--- config.mk ---
export PLATFORM = sky130hd
export DESIGN_NAME = mem_ctrl_flat
export DESIGN_NICKNAME = d
export VERILOG_FILES = /design/src/rtl/mem_ctrl_if.sv /design/src/rtl/mem_ctrl.sv /design/src/flat_wrapper.sv
export SDC_FILE = /design/constraint.sdc
export NUM_CORES = 1
export LEC_CHECK = 0
export BUFFER_PORTS_ARGS = -buffer_cell sky130_fd_sc_hd__buf_2
export CORE_UTILIZATION = 59
export DETAILED_ROUTE_END_ITERATION = 8
export PLACE_DENSITY = 0.86
export SLEW_MARGIN = 20
export SYNTH_ARGS = -nofsm -noshare
export SYNTH_HDL_FRONTEND = slang
export SYNTH_SLANG_ARGS = --single-unit
--- constraint.sdc ---
create_clock -name clk_in -period 4.5 [get_ports clk_in]
set_input_delay 0.675 -clock clk_in [delete_from_list [all_inputs] [get_ports clk_in]]
set_output_delay 0.675 -clock clk_in [all_outputs]
set_load 0.03 [all_outputs]
--- src/rtl/mem_ctrl_if.sv ---
`default_nettype none
// ============================================================================
// mem_ctrl_if : fetch / load-store request ports and byte-RAM port of mem_ctrl
// Revision    : 1.0
// ============================================================================
interface mem_ctrl_if;
    logic        rdy_in;
    logic        if_req_in;
    logic [31:0] if_addr_in;
    logic        if_done_out;
    logic [31:0] if_inst_out;
    logic        mem_req_in;
    logic        mem_we_in;
    logic [1:0]  mem_len_in;
    logic [31:0] mem_addr_in;
    logic [31:0] mem_wdata_in;
    logic        mem_done_out;
    logic [31:0] mem_rdata_out;
    logic [7:0]  ram_din_in;
    logic [7:0]  ram_dout_out;
    logic [31:0] ram_a_out;
    logic        ram_wr_out;

    modport slave (
        input  rdy_in, if_req_in, if_addr_in, mem_req_in, mem_we_in,
               mem_len_in, mem_addr_in, mem_wdata_in, ram_din_in,
        output if_done_out, if_inst_out, mem_done_out, mem_rdata_out,
               ram_dout_out, ram_a_out, ram_wr_out
    );

    modport master (
        output rdy_in, if_req_in, if_addr_in, mem_req_in, mem_we_in,
               mem_len_in, mem_addr_in, mem_wdata_in, ram_din_in,
        input  if_done_out, if_inst_out, mem_done_out, mem_rdata_out,
               ram_dout_out, ram_a_out, ram_wr_out
    );
endinterface
`default_nettype wire

--- src/rtl/mem_ctrl.sv ---
`default_nettype none
// ============================================================================
// mem_ctrl : arbitrates fetch and load/store requests onto a byte-wide RAM
// Revision : 1.0
// ============================================================================
module mem_ctrl (
    input  wire logic  clk_in,
    input  wire logic  rst_in,
    mem_ctrl_if.slave  bus
);
    typedef enum logic [1:0] {
        ST_IDLE   = 2'd0,
        ST_IF_RD  = 2'd1,
        ST_MEM_RD = 2'd2,
        ST_MEM_WR = 2'd3
    } state_t;

    state_t      r_state;
    logic [2:0]  r_cnt;
    logic [2:0]  r_len;
    logic [31:0] r_base;
    logic [31:0] r_wdata;
    logic [31:0] r_buf;
    logic [31:0] r_ram_a;
    logic [7:0]  r_ram_dout;
    logic        r_wstrobe;
    logic        r_if_done;
    logic        r_mem_done;
    logic [31:0] r_if_inst;
    logic [31:0] r_mem_rdata;

    logic [2:0]  w_mem_len;
    logic [2:0]  w_next_cnt;
    logic        w_last;
    logic        w_grant_ok;
    logic [31:0] w_buf_next;
    logic [31:0] w_next_a;
    logic [7:0]  w_wr_byte;

    always_comb begin
        case (bus.mem_len_in)
            2'b00:   w_mem_len = 3'd1;
            2'b01:   w_mem_len = 3'd2;
            default: w_mem_len = 3'd4;
        endcase
    end

    assign w_next_cnt = r_cnt + 3'd1;
    assign w_last     = (w_next_cnt == r_len);
    assign w_grant_ok = !r_if_done && !r_mem_done;
    assign w_next_a   = r_base + {29'd0, w_next_cnt};
    assign w_buf_next = r_buf | ({24'd0, bus.ram_din_in} << {r_cnt[1:0], 3'b000});
    assign w_wr_byte  = r_wdata[{w_next_cnt[1:0], 3'b000} +: 8];

    always_ff @(posedge clk_in or negedge rst_in) begin
        if (!rst_in) begin
            r_state     <= ST_IDLE;
            r_cnt       <= 3'd0;
            r_len       <= 3'd0;
            r_base      <= 32'd0;
            r_wdata     <= 32'd0;
            r_buf       <= 32'd0;
            r_ram_a     <= 32'd0;
            r_ram_dout  <= 8'd0;
            r_wstrobe   <= 1'b0;
            r_if_done   <= 1'b0;
            r_mem_done  <= 1'b0;
            r_if_inst   <= 32'd0;
            r_mem_rdata <= 32'd0;
        end else begin
            // Done flags clear even when paused so each completion is one pulse
            r_if_done  <= 1'b0;
            r_mem_done <= 1'b0;
            if (bus.rdy_in) begin
                case (r_state)
                    ST_IDLE: begin
                        if (w_grant_ok) begin
                            r_cnt <= 3'd0;
                            r_buf <= 32'd0;
                            if (bus.mem_req_in) begin
                                r_base  <= bus.mem_addr_in;
                                r_ram_a <= bus.mem_addr_in;
                                r_len   <= w_mem_len;
                                r_wdata <= bus.mem_wdata_in;
                                if (bus.mem_we_in) begin
                                    r_state    <= ST_MEM_WR;
                                    r_ram_dout <= bus.mem_wdata_in[7:0];
                                    r_wstrobe  <= 1'b1;
                                end else begin
                                    r_state <= ST_MEM_RD;
                                end
                            end else if (bus.if_req_in) begin
                                r_base  <= bus.if_addr_in;
                                r_ram_a <= bus.if_addr_in;
                                r_len   <= 3'd4;
                                r_state <= ST_IF_RD;
                            end
                        end
                    end
                    ST_IF_RD: begin
                        if (!bus.if_req_in) begin
                            r_state <= ST_IDLE;
                        end else begin
                            r_buf <= w_buf_next;
                            r_cnt <= w_next_cnt;
                            if (w_last) begin
                                r_if_inst <= w_buf_next;
                                r_if_done <= 1'b1;
                                r_state   <= ST_IDLE;
                            end else begin
                                r_ram_a <= w_next_a;
                            end
                        end
                    end
                    ST_MEM_RD: begin
                        r_buf <= w_buf_next;
                        r_cnt <= w_next_cnt;
                        if (w_last) begin
                            r_mem_rdata <= w_buf_next;
                            r_mem_done  <= 1'b1;
                            r_state     <= ST_IDLE;
                        end else begin
                            r_ram_a <= w_next_a;
                        end
                    end
                    ST_MEM_WR: begin
                        r_cnt <= w_next_cnt;
                        if (w_last) begin
                            r_wstrobe  <= 1'b0;
                            r_mem_done <= 1'b1;
                            r_state    <= ST_IDLE;
                        end else begin
                            r_ram_a    <= w_next_a;
                            r_ram_dout <= w_wr_byte;
                        end
                    end
                    default: r_state <= ST_IDLE;
                endcase
            end
        end
    end

    assign bus.ram_a_out     = r_ram_a;
    assign bus.ram_dout_out  = r_ram_dout;
    assign bus.ram_wr_out    = r_wstrobe & bus.rdy_in;
    assign bus.if_done_out   = r_if_done;
    assign bus.if_inst_out   = r_if_inst;
    assign bus.mem_done_out  = r_mem_done;
    assign bus.mem_rdata_out = r_mem_rdata;
endmodule
`default_nettype wire
--- src/flat_wrapper.sv ---
// flat-port wrapper written by rule: the top's interface ports become plain ports
module mem_ctrl_flat 
  (clk_in, rst_in, bus_rdy_in, bus_if_req_in, bus_if_addr_in, bus_mem_req_in, bus_mem_we_in, bus_mem_len_in, bus_mem_addr_in, bus_mem_wdata_in, bus_ram_din_in, bus_if_done_out, bus_if_inst_out, bus_mem_done_out, bus_mem_rdata_out, bus_ram_dout_out, bus_ram_a_out, bus_ram_wr_out);
  mem_ctrl_if bus_i ();
  input  wire logic clk_in;
  input  wire logic rst_in;
  input wire logic [$bits(bus_i.rdy_in)-1:0] bus_rdy_in;
  input wire logic [$bits(bus_i.if_req_in)-1:0] bus_if_req_in;
  input wire logic [$bits(bus_i.if_addr_in)-1:0] bus_if_addr_in;
  input wire logic [$bits(bus_i.mem_req_in)-1:0] bus_mem_req_in;
  input wire logic [$bits(bus_i.mem_we_in)-1:0] bus_mem_we_in;
  input wire logic [$bits(bus_i.mem_len_in)-1:0] bus_mem_len_in;
  input wire logic [$bits(bus_i.mem_addr_in)-1:0] bus_mem_addr_in;
  input wire logic [$bits(bus_i.mem_wdata_in)-1:0] bus_mem_wdata_in;
  input wire logic [$bits(bus_i.ram_din_in)-1:0] bus_ram_din_in;
  output wire logic [$bits(bus_i.if_done_out)-1:0] bus_if_done_out;
  output wire logic [$bits(bus_i.if_inst_out)-1:0] bus_if_inst_out;
  output wire logic [$bits(bus_i.mem_done_out)-1:0] bus_mem_done_out;
  output wire logic [$bits(bus_i.mem_rdata_out)-1:0] bus_mem_rdata_out;
  output wire logic [$bits(bus_i.ram_dout_out)-1:0] bus_ram_dout_out;
  output wire logic [$bits(bus_i.ram_a_out)-1:0] bus_ram_a_out;
  output wire logic [$bits(bus_i.ram_wr_out)-1:0] bus_ram_wr_out;
  assign bus_i.rdy_in = bus_rdy_in;
  assign bus_i.if_req_in = bus_if_req_in;
  assign bus_i.if_addr_in = bus_if_addr_in;
  assign bus_i.mem_req_in = bus_mem_req_in;
  assign bus_i.mem_we_in = bus_mem_we_in;
  assign bus_i.mem_len_in = bus_mem_len_in;
  assign bus_i.mem_addr_in = bus_mem_addr_in;
  assign bus_i.mem_wdata_in = bus_mem_wdata_in;
  assign bus_i.ram_din_in = bus_ram_din_in;
  assign bus_if_done_out = bus_i.if_done_out;
  assign bus_if_inst_out = bus_i.if_inst_out;
  assign bus_mem_done_out = bus_i.mem_done_out;
  assign bus_mem_rdata_out = bus_i.mem_rdata_out;
  assign bus_ram_dout_out = bus_i.ram_dout_out;
  assign bus_ram_a_out = bus_i.ram_a_out;
  assign bus_ram_wr_out = bus_i.ram_wr_out;
  mem_ctrl u_core (.clk_in(clk_in), .rst_in(rst_in), .bus(bus_i));
endmodule
==> results.sh, run 1 <==
export IMPL_grt_antenna_before_repair=0
export IMPL_root_buffer="clkbuf_16"
export IMPL_fillerInstances=1171
export IMPL_post_cts_buffers=0
export IMPL_tightest_slew_ns=0.962
export IMPL_start_util_pct=61.2
export IMPL_final_cell_mix="buf_2 (217), dfrtp_1 (211), a21oi_1 (139)"
export IMPL_rr_worst_depth=8
export IMPL_insertedDiodeCount=0
export IMPL_grt_max_degree=112
export IMPL_setup_violations=0
export IMPL_p_leak_uw=0.00579
export IMPL_yosysWarnings=0
export IMPL_path_delay_family="compound AO/OA/AOI/OAI gates"
export IMPL_cts_hold_buf=0
export IMPL_grt_pass1_wl_um=40300
export IMPL_die_height_um=131
export IMPL_drtPass1Iterations=5
export IMPL_syn_area_mm2=0.00987
export IMPL_ioPinCount=219
export IMPL_seqPwrFrac_pct=36.5
export IMPL_wl_per_cell_um=17.2
export IMPL_route_detailed_drc=0
export IMPL_yosysTopAreaCellShare_pct=53.5
export IMPL_critPathCaptureType="register"
export IMPL_path_buf_inv=1
export IMPL_synth_fp_nets=1128
export IMPL_die_w_um=131
export IMPL_path_clk_slew_ns=0.06
export IMPL_cp_data_required_time_ns=4.84
export IMPL_max_freq_ghz=0.288
export IMPL_clock_skew_final_ns=0.0341
export IMPL_p_clk_share_pct=19.9
export IMPL_via_count=8110
export IMPL_synthArstFlopShare_pct=100
export IMPL_drive_gt1_share_pct=25.4
export IMPL_grt_use_total_pct=28.7
export IMPL_fin_crit_sh_pct=77.1
export IMPL_finalPower_uw=9050
export IMPL_combPwrFrac_pct=43.5
export IMPL_rows=46
export IMPL_switching_share_pct=43.2
export IMPL_cp_arrival_ns=3.81
export IMPL_syn_area_per_cell_um2=9.81
export IMPL_hold_path_class="input pin to asynchronous set/reset pin"
export IMPL_synthFlopType="dfrtp_1"
export IMPL_clock_latency_ns=0.52
export IMPL_vdd_drop_max_mv=0.455
export IMPL_final_antenna_net_count=0
export IMPL_start_kind="register"
export IMPL_crit_chain="ha_1 > inv_1 > fa_1 > nor2b_1 > o2111ai_2 > o31a_1 > o31ai_1 > o21ai_1"
export IMPL_synthTopCellsByArea="dfrtp_1 (54%), mux2i_1 (7.5%), a21oi_1 (7.0%), nand2_1 (5.1%), nor2_1 (4.8%)"
export IMPL_crit_fanout=12
export IMPL_final_max_slew_violation_count=0
export IMPL_cp_slowest_stage_delay_ns=0.67
export IMPL_overflow=0
export IMPL_cts_buffers=22
export IMPL_fin_tns_setup_ns=0
export IMPL_ys_types=52
export IMPL_ys_seq_elements=211
export IMPL_area_growth_pct=19.5
export IMPL_slew_headroom_pct=35.4
export IMPL_clkSinkCount=211
export IMPL_p_sw_uw=3920
export IMPL_internal_power_uw=5140
export IMPL_wirelength_um=24500
export IMPL_cpMaxStageDelayCell="ha_1"
export IMPL_mostFrequentLayoutCell="buf_2"
export IMPL_routed_via_density=5.69
export IMPL_synth_edf_count=0
export IMPL_hold_viol=0
export IMPL_whs_ns=0.296
export IMPL_final_nets=1317
export IMPL_cts_tree="done"
export IMPL_cts_resized_gates=0
export IMPL_drt_iter0_drc=640
export IMPL_routabilityCongestion=0.859
export IMPL_cts_buffer_depth=3
export IMPL_hpwl_um=16400
export IMPL_synth_largest_area_cell="dfrtp_1"
export IMPL_worstSetupPathType="register to register"
export IMPL_io_buffers=218
export IMPL_h_tree_depth=1
export IMPL_ys_seq_area_share_pct=53.5
export IMPL_outcome="finished, final reports clean"
export IMPL_grt_pass1_vias=8021
export IMPL_syn_inst=1006
export IMPL_die_area_mm2=0.0172
export IMPL_power_density_mw_per_mm2=768
export IMPL_max_cap_violations=0
export IMPL_rsz0062_at_grt="no"
export IMPL_min_period_ns=3.47
export IMPL_core_area_mm2=0.0161
export IMPL_crit_cells=8
[state kept, by name (all words and copies together) (netlist names)]
name,flops
u_core.bus.mem_rdata_out,32
u_core.bus.mem_done_out,1
u_core.r_wdata,32
u_core.r_cnt,3
u_core.r_len,3
u_core.bus.if_done_out,1
u_core.r_state,2
u_core.bus.if_inst_out,32
u_core.r_base,32
u_core.bus.ram_a_out,32
u_core.bus.ram_dout_out,8
u_core.r_buf,32
u_core.r_wstrobe,1
[metrics by stage]
| stage | cells | utilization (%) | instance area (um^2) | setup slack (ns) |
|---|---|---|---|---|
| global placement | 1387 | 68.7 | 11100 | 1.11 |
| global route | 1425 | 73.2 | 11800 | 0.852 |
| finish | 1425 | 73.2 | 11800 | 1.03 |
| CTS | 1425 | 73.2 | 11800 | 0.856 |
| detailed placement | 1387 | 68.7 | 11100 | 0.959 |
| floorplan | 1006 | - | 9870 | 1.78 |
[kinds of logic (layout without fill, tap and decap cells)]
logic type                 count (synthesis)  in the layout  synth area share, %
adders and majority gates                 10             10                 1.34
muxes                                    104            104                 11.8
xor gates and xnor gates                  26             26                 2.47
and+or+nand+nor                          336            336                 14.6
buffers and inverters                    113            316                 4.77
AOI/OAI and AO/OA                        206            206                 11.5
DFF                                      211            211                 53.5
[worst paths after layout]
| check | from | end | slack [ns] |
|---|---|---|---|
| worst max register to register | u_core.r_cnt[1] | u_core.bus.ram_a_out[30] | 1.03 |
| worst max-delay path | u_core.r_cnt[1] | u_core.bus.ram_a_out[30] | 1.03 |
| max in group asynchronous | rst_in | u_core.r_base[31] | 3.19 |
| min in group clk_in | bus_mem_wdata_in[29] | u_core.r_wdata[29] | 0.37 |
| worst min-delay path | rst_in | u_core.bus.ram_a_out[10] | 0.30 |
| worst min register to register | u_core.bus.ram_a_out[1] | u_core.bus.ram_a_out[1] | 0.47 |
[synth_stat cells, drive strengths merged (6+ instances only)]
cell type  count
a21o           6
a21oi        139
buf           24
clkbuf        43
dfrtp        211
ha             9
inv           46
mux2          22
mux2i         74
mux4           8
nand2        135
nand3         12
nor2         128
nor2b          7
nor3          16
nor4          13
o21ai         36
xnor2         20
[power by group through the flow]
stage / clock network (uW) / registers (uW) / logic, uW
6_report: 1800 / 3310 / 3940
5_1_grt: 1900 / 3390 / 4300
4_1_cts: 1820 / 3290 / 3930
3_5_place_dp: 0 / 3310 / 3880
3_3_place_gp: 0 / 3280 / 3760
2_1_floorplan: 0 / 3990 / 2060
[layout make-up]
type	count	area [um^2]	area share, %
sequential	211	5280	44.8
multi-input combinational	682	4150	35.2
timing repair buffer	232	1200	10.2
clock buffer	29	607	5.14
tap	216	270	2.29
inverter	46	173	1.46
clock inverter	9	106	0.902
[per-layer routing]
layer / vias to the layer above / wire (um) / global-route usage (%)
li1: 3798 / - / -
met4: 0 / 435 / 7.69
met3: 45 / 1770 / 5.13
met2: 383 / 12000 / 48.5
met1: 3884 / 10300 / 38.5
met5: - / 0 / 0
Power figures use the tool's default switching activity.
==> run 2, diff against run 1 <==
- CORE_UTILIZATION: 59 -> 55
- PLACE_DENSITY: 0.86 -> 0.81
- clock period: 4.5 -> 3.5 ns (I/O delays scaled with it)
==> results.sh, run 2 (same netlist as run 1, synthesis figures left out) <==
export IMPL_worstSetupPathType="register to register"
export IMPL_ioPinCount=219
export IMPL_io_buffers=218
export IMPL_fillerInstances=1365
export IMPL_die_area_mm2=0.0185
export IMPL_grt_pass1_vias=7882
export IMPL_hpwl_um=16800
export IMPL_hold_path_class="input pin to asynchronous set/reset pin"
export IMPL_cp_data_required_time_ns=3.86
export IMPL_rows=48
export IMPL_cts_buffer_depth=3
export IMPL_grt_use_met1_pct=36.3
export IMPL_routed_via_density=5.54
export IMPL_path_clk_slew_ns=0.06
export IMPL_max_cap_violations=0
export IMPL_vdd_drop_max_mv=0.592
export IMPL_critPathCaptureType="register"
export IMPL_cp_endpoint="u_core.bus.ram_a_out[20]"
export IMPL_clock_skew_final_ns=0.0128
export IMPL_min_period_ns=3.11
export IMPL_overflow=0
export IMPL_final_cell_mix="buf_2 (217), dfrtp_1 (211), a21oi_1 (139)"
export IMPL_cts_hold_buf=0
export IMPL_core_area_mm2=0.0174
export IMPL_wirelength_um=24400
export IMPL_rr_worst_depth=8
export IMPL_drt_iter0_drc=587
export IMPL_r2r_end="u_core.bus.ram_a_out[20]"
export IMPL_drtPass1Iterations=5
export IMPL_start_util_pct=56.7
export IMPL_utilization_pct=67.7
export IMPL_grt_max_degree=106
export IMPL_cts_buffers=22
export IMPL_wl_per_cell_um=17.0
export IMPL_die_height_um=136
export IMPL_grt_pass1_wl_um=39100
export IMPL_hold_viol=0
export IMPL_via_count=7959
export IMPL_rr_startpoint="u_core.r_cnt[1]"
export IMPL_cts_resized_gates=0
export IMPL_critPathLaunch="u_core.r_cnt[1]"
export IMPL_whs_ns=0.121
export IMPL_reg2reg_slack_ns=0.39
export IMPL_routabilityCongestion=0.843
export IMPL_area_growth_pct=19.4
export IMPL_setup_violations=0
export IMPL_cp_arrival_ns=3.47
export IMPL_max_freq_ghz=0.321
export IMPL_fin_tns_setup_ns=0
export IMPL_drive_gt1_share_pct=25.0
export IMPL_grt_util_met3_pct=4.36
export IMPL_route_detailed_drc=0
export IMPL_final_nets=1321
export IMPL_grt_use_total_pct=26.9
export IMPL_root_buffer="clkbuf_16"
export IMPL_grt_antenna_before_repair=1
export IMPL_finalWorstSetupSlack_ns=0.389
export IMPL_slew_headroom_pct=21.7
export IMPL_globalRouteMet2Util_pct=45.5
export IMPL_clock_latency_ns=0.50
export IMPL_clkSinkCount=211
export IMPL_final_antenna_net_count=0
export IMPL_tightest_slew_ns=1.17
export IMPL_mostFrequentLayoutCell="buf_2"
export IMPL_power_density_mw_per_mm2=969
export IMPL_post_cts_buffers=0
export IMPL_p_leak_uw=0.00577
export IMPL_pre_cts_slack_ns=0.478
export IMPL_rsz0062_at_grt="no"
export IMPL_die_w_um=136
export IMPL_crit_fanout=12
export IMPL_start_kind="register"
export IMPL_fin_crit_sh_pct=88.9
export IMPL_busiest_layer="met2"
export IMPL_cts_tree="done"
export IMPL_final_max_slew_violation_count=0
export IMPL_outcome="finished, final reports clean"
export IMPL_h_tree_depth=1
==> run 2: power by group <==
part	switching, uW	total [uW]	leakage (uW)	internal, uW
Combinational	3280	5050	0.00293	1760
Clock	912	2130	0.000308	1220
Sequential	742	4240	0.00253	3500
==> run 2: how the worst min path moves through the flow <==
stage | start | end | slack (ns) | cells after the start
global placement | u_core.bus.ram_a_out[2] | u_core.bus.ram_a_out[2] | 0.45 | 2
detailed placement | u_core.r_wdata[25] | u_core.r_wdata[25] | 0.46 | 2
global route | rst_in | u_core.r_base[18] | 0.19 | 1
finish | rst_in | u_core.r_base[18] | 0.12 | 1
floorplan | rst_in | u_core.bus.if_done_out | 0.23 | 0
CTS | rst_in | u_core.r_base[18] | 0.16 | 1
==> run 2: critical path: stages, from the launching register on <==
cell,delay (ns)
dfrtp_1,0.45
ha_1,0.32
inv_1,0.07
fa_1,0.40
nor2b_1,0.32
o2111ai_1,0.59
nor4_1,0.56
xnor2_1,0.16
o21ai_0,0.09
==> run 2: layout make-up <==
type / instances / area [um^2] / area share, %
flip-flops and latches: 211 / 5280 / 44.8
multi-input cells: 682 / 4140 / 35.2
repair buffers: 236 / 1260 / 10.7
clock buffers: 32 / 619 / 5.26
well taps: 225 / 282 / 2.39
inverters: 46 / 173 / 1.47
clock inverters: 3 / 25.0 / 0.212
diodes: 1 / 2.50 / 0.0212
==> run 2: routing by layer <==
layer  wire, um  part of all wire, %  up-vias
met5          0                    0        -
met4        468                  1.9        0
met3       1730                  7.1       33
met2      11800                   49      318
met1      10300                   42     3806
li1           -                    -     3802
==> run 2: through the flow <==
| step | area, um^2 | total power (uW) | cells |
|---|---|---|---|
| 3_5_place_dp | 11100 | 9260 | 1400 |
| 4_1_cts | 11800 | 11500 | 1435 |
| 3_3_place_gp | 11100 | 9080 | 1400 |
| 5_1_grt | 11800 | 12200 | 1436 |
| 2_1_floorplan | 9870 | 7780 | 1006 |
| 6_report | 11800 | 11400 | 1436 |
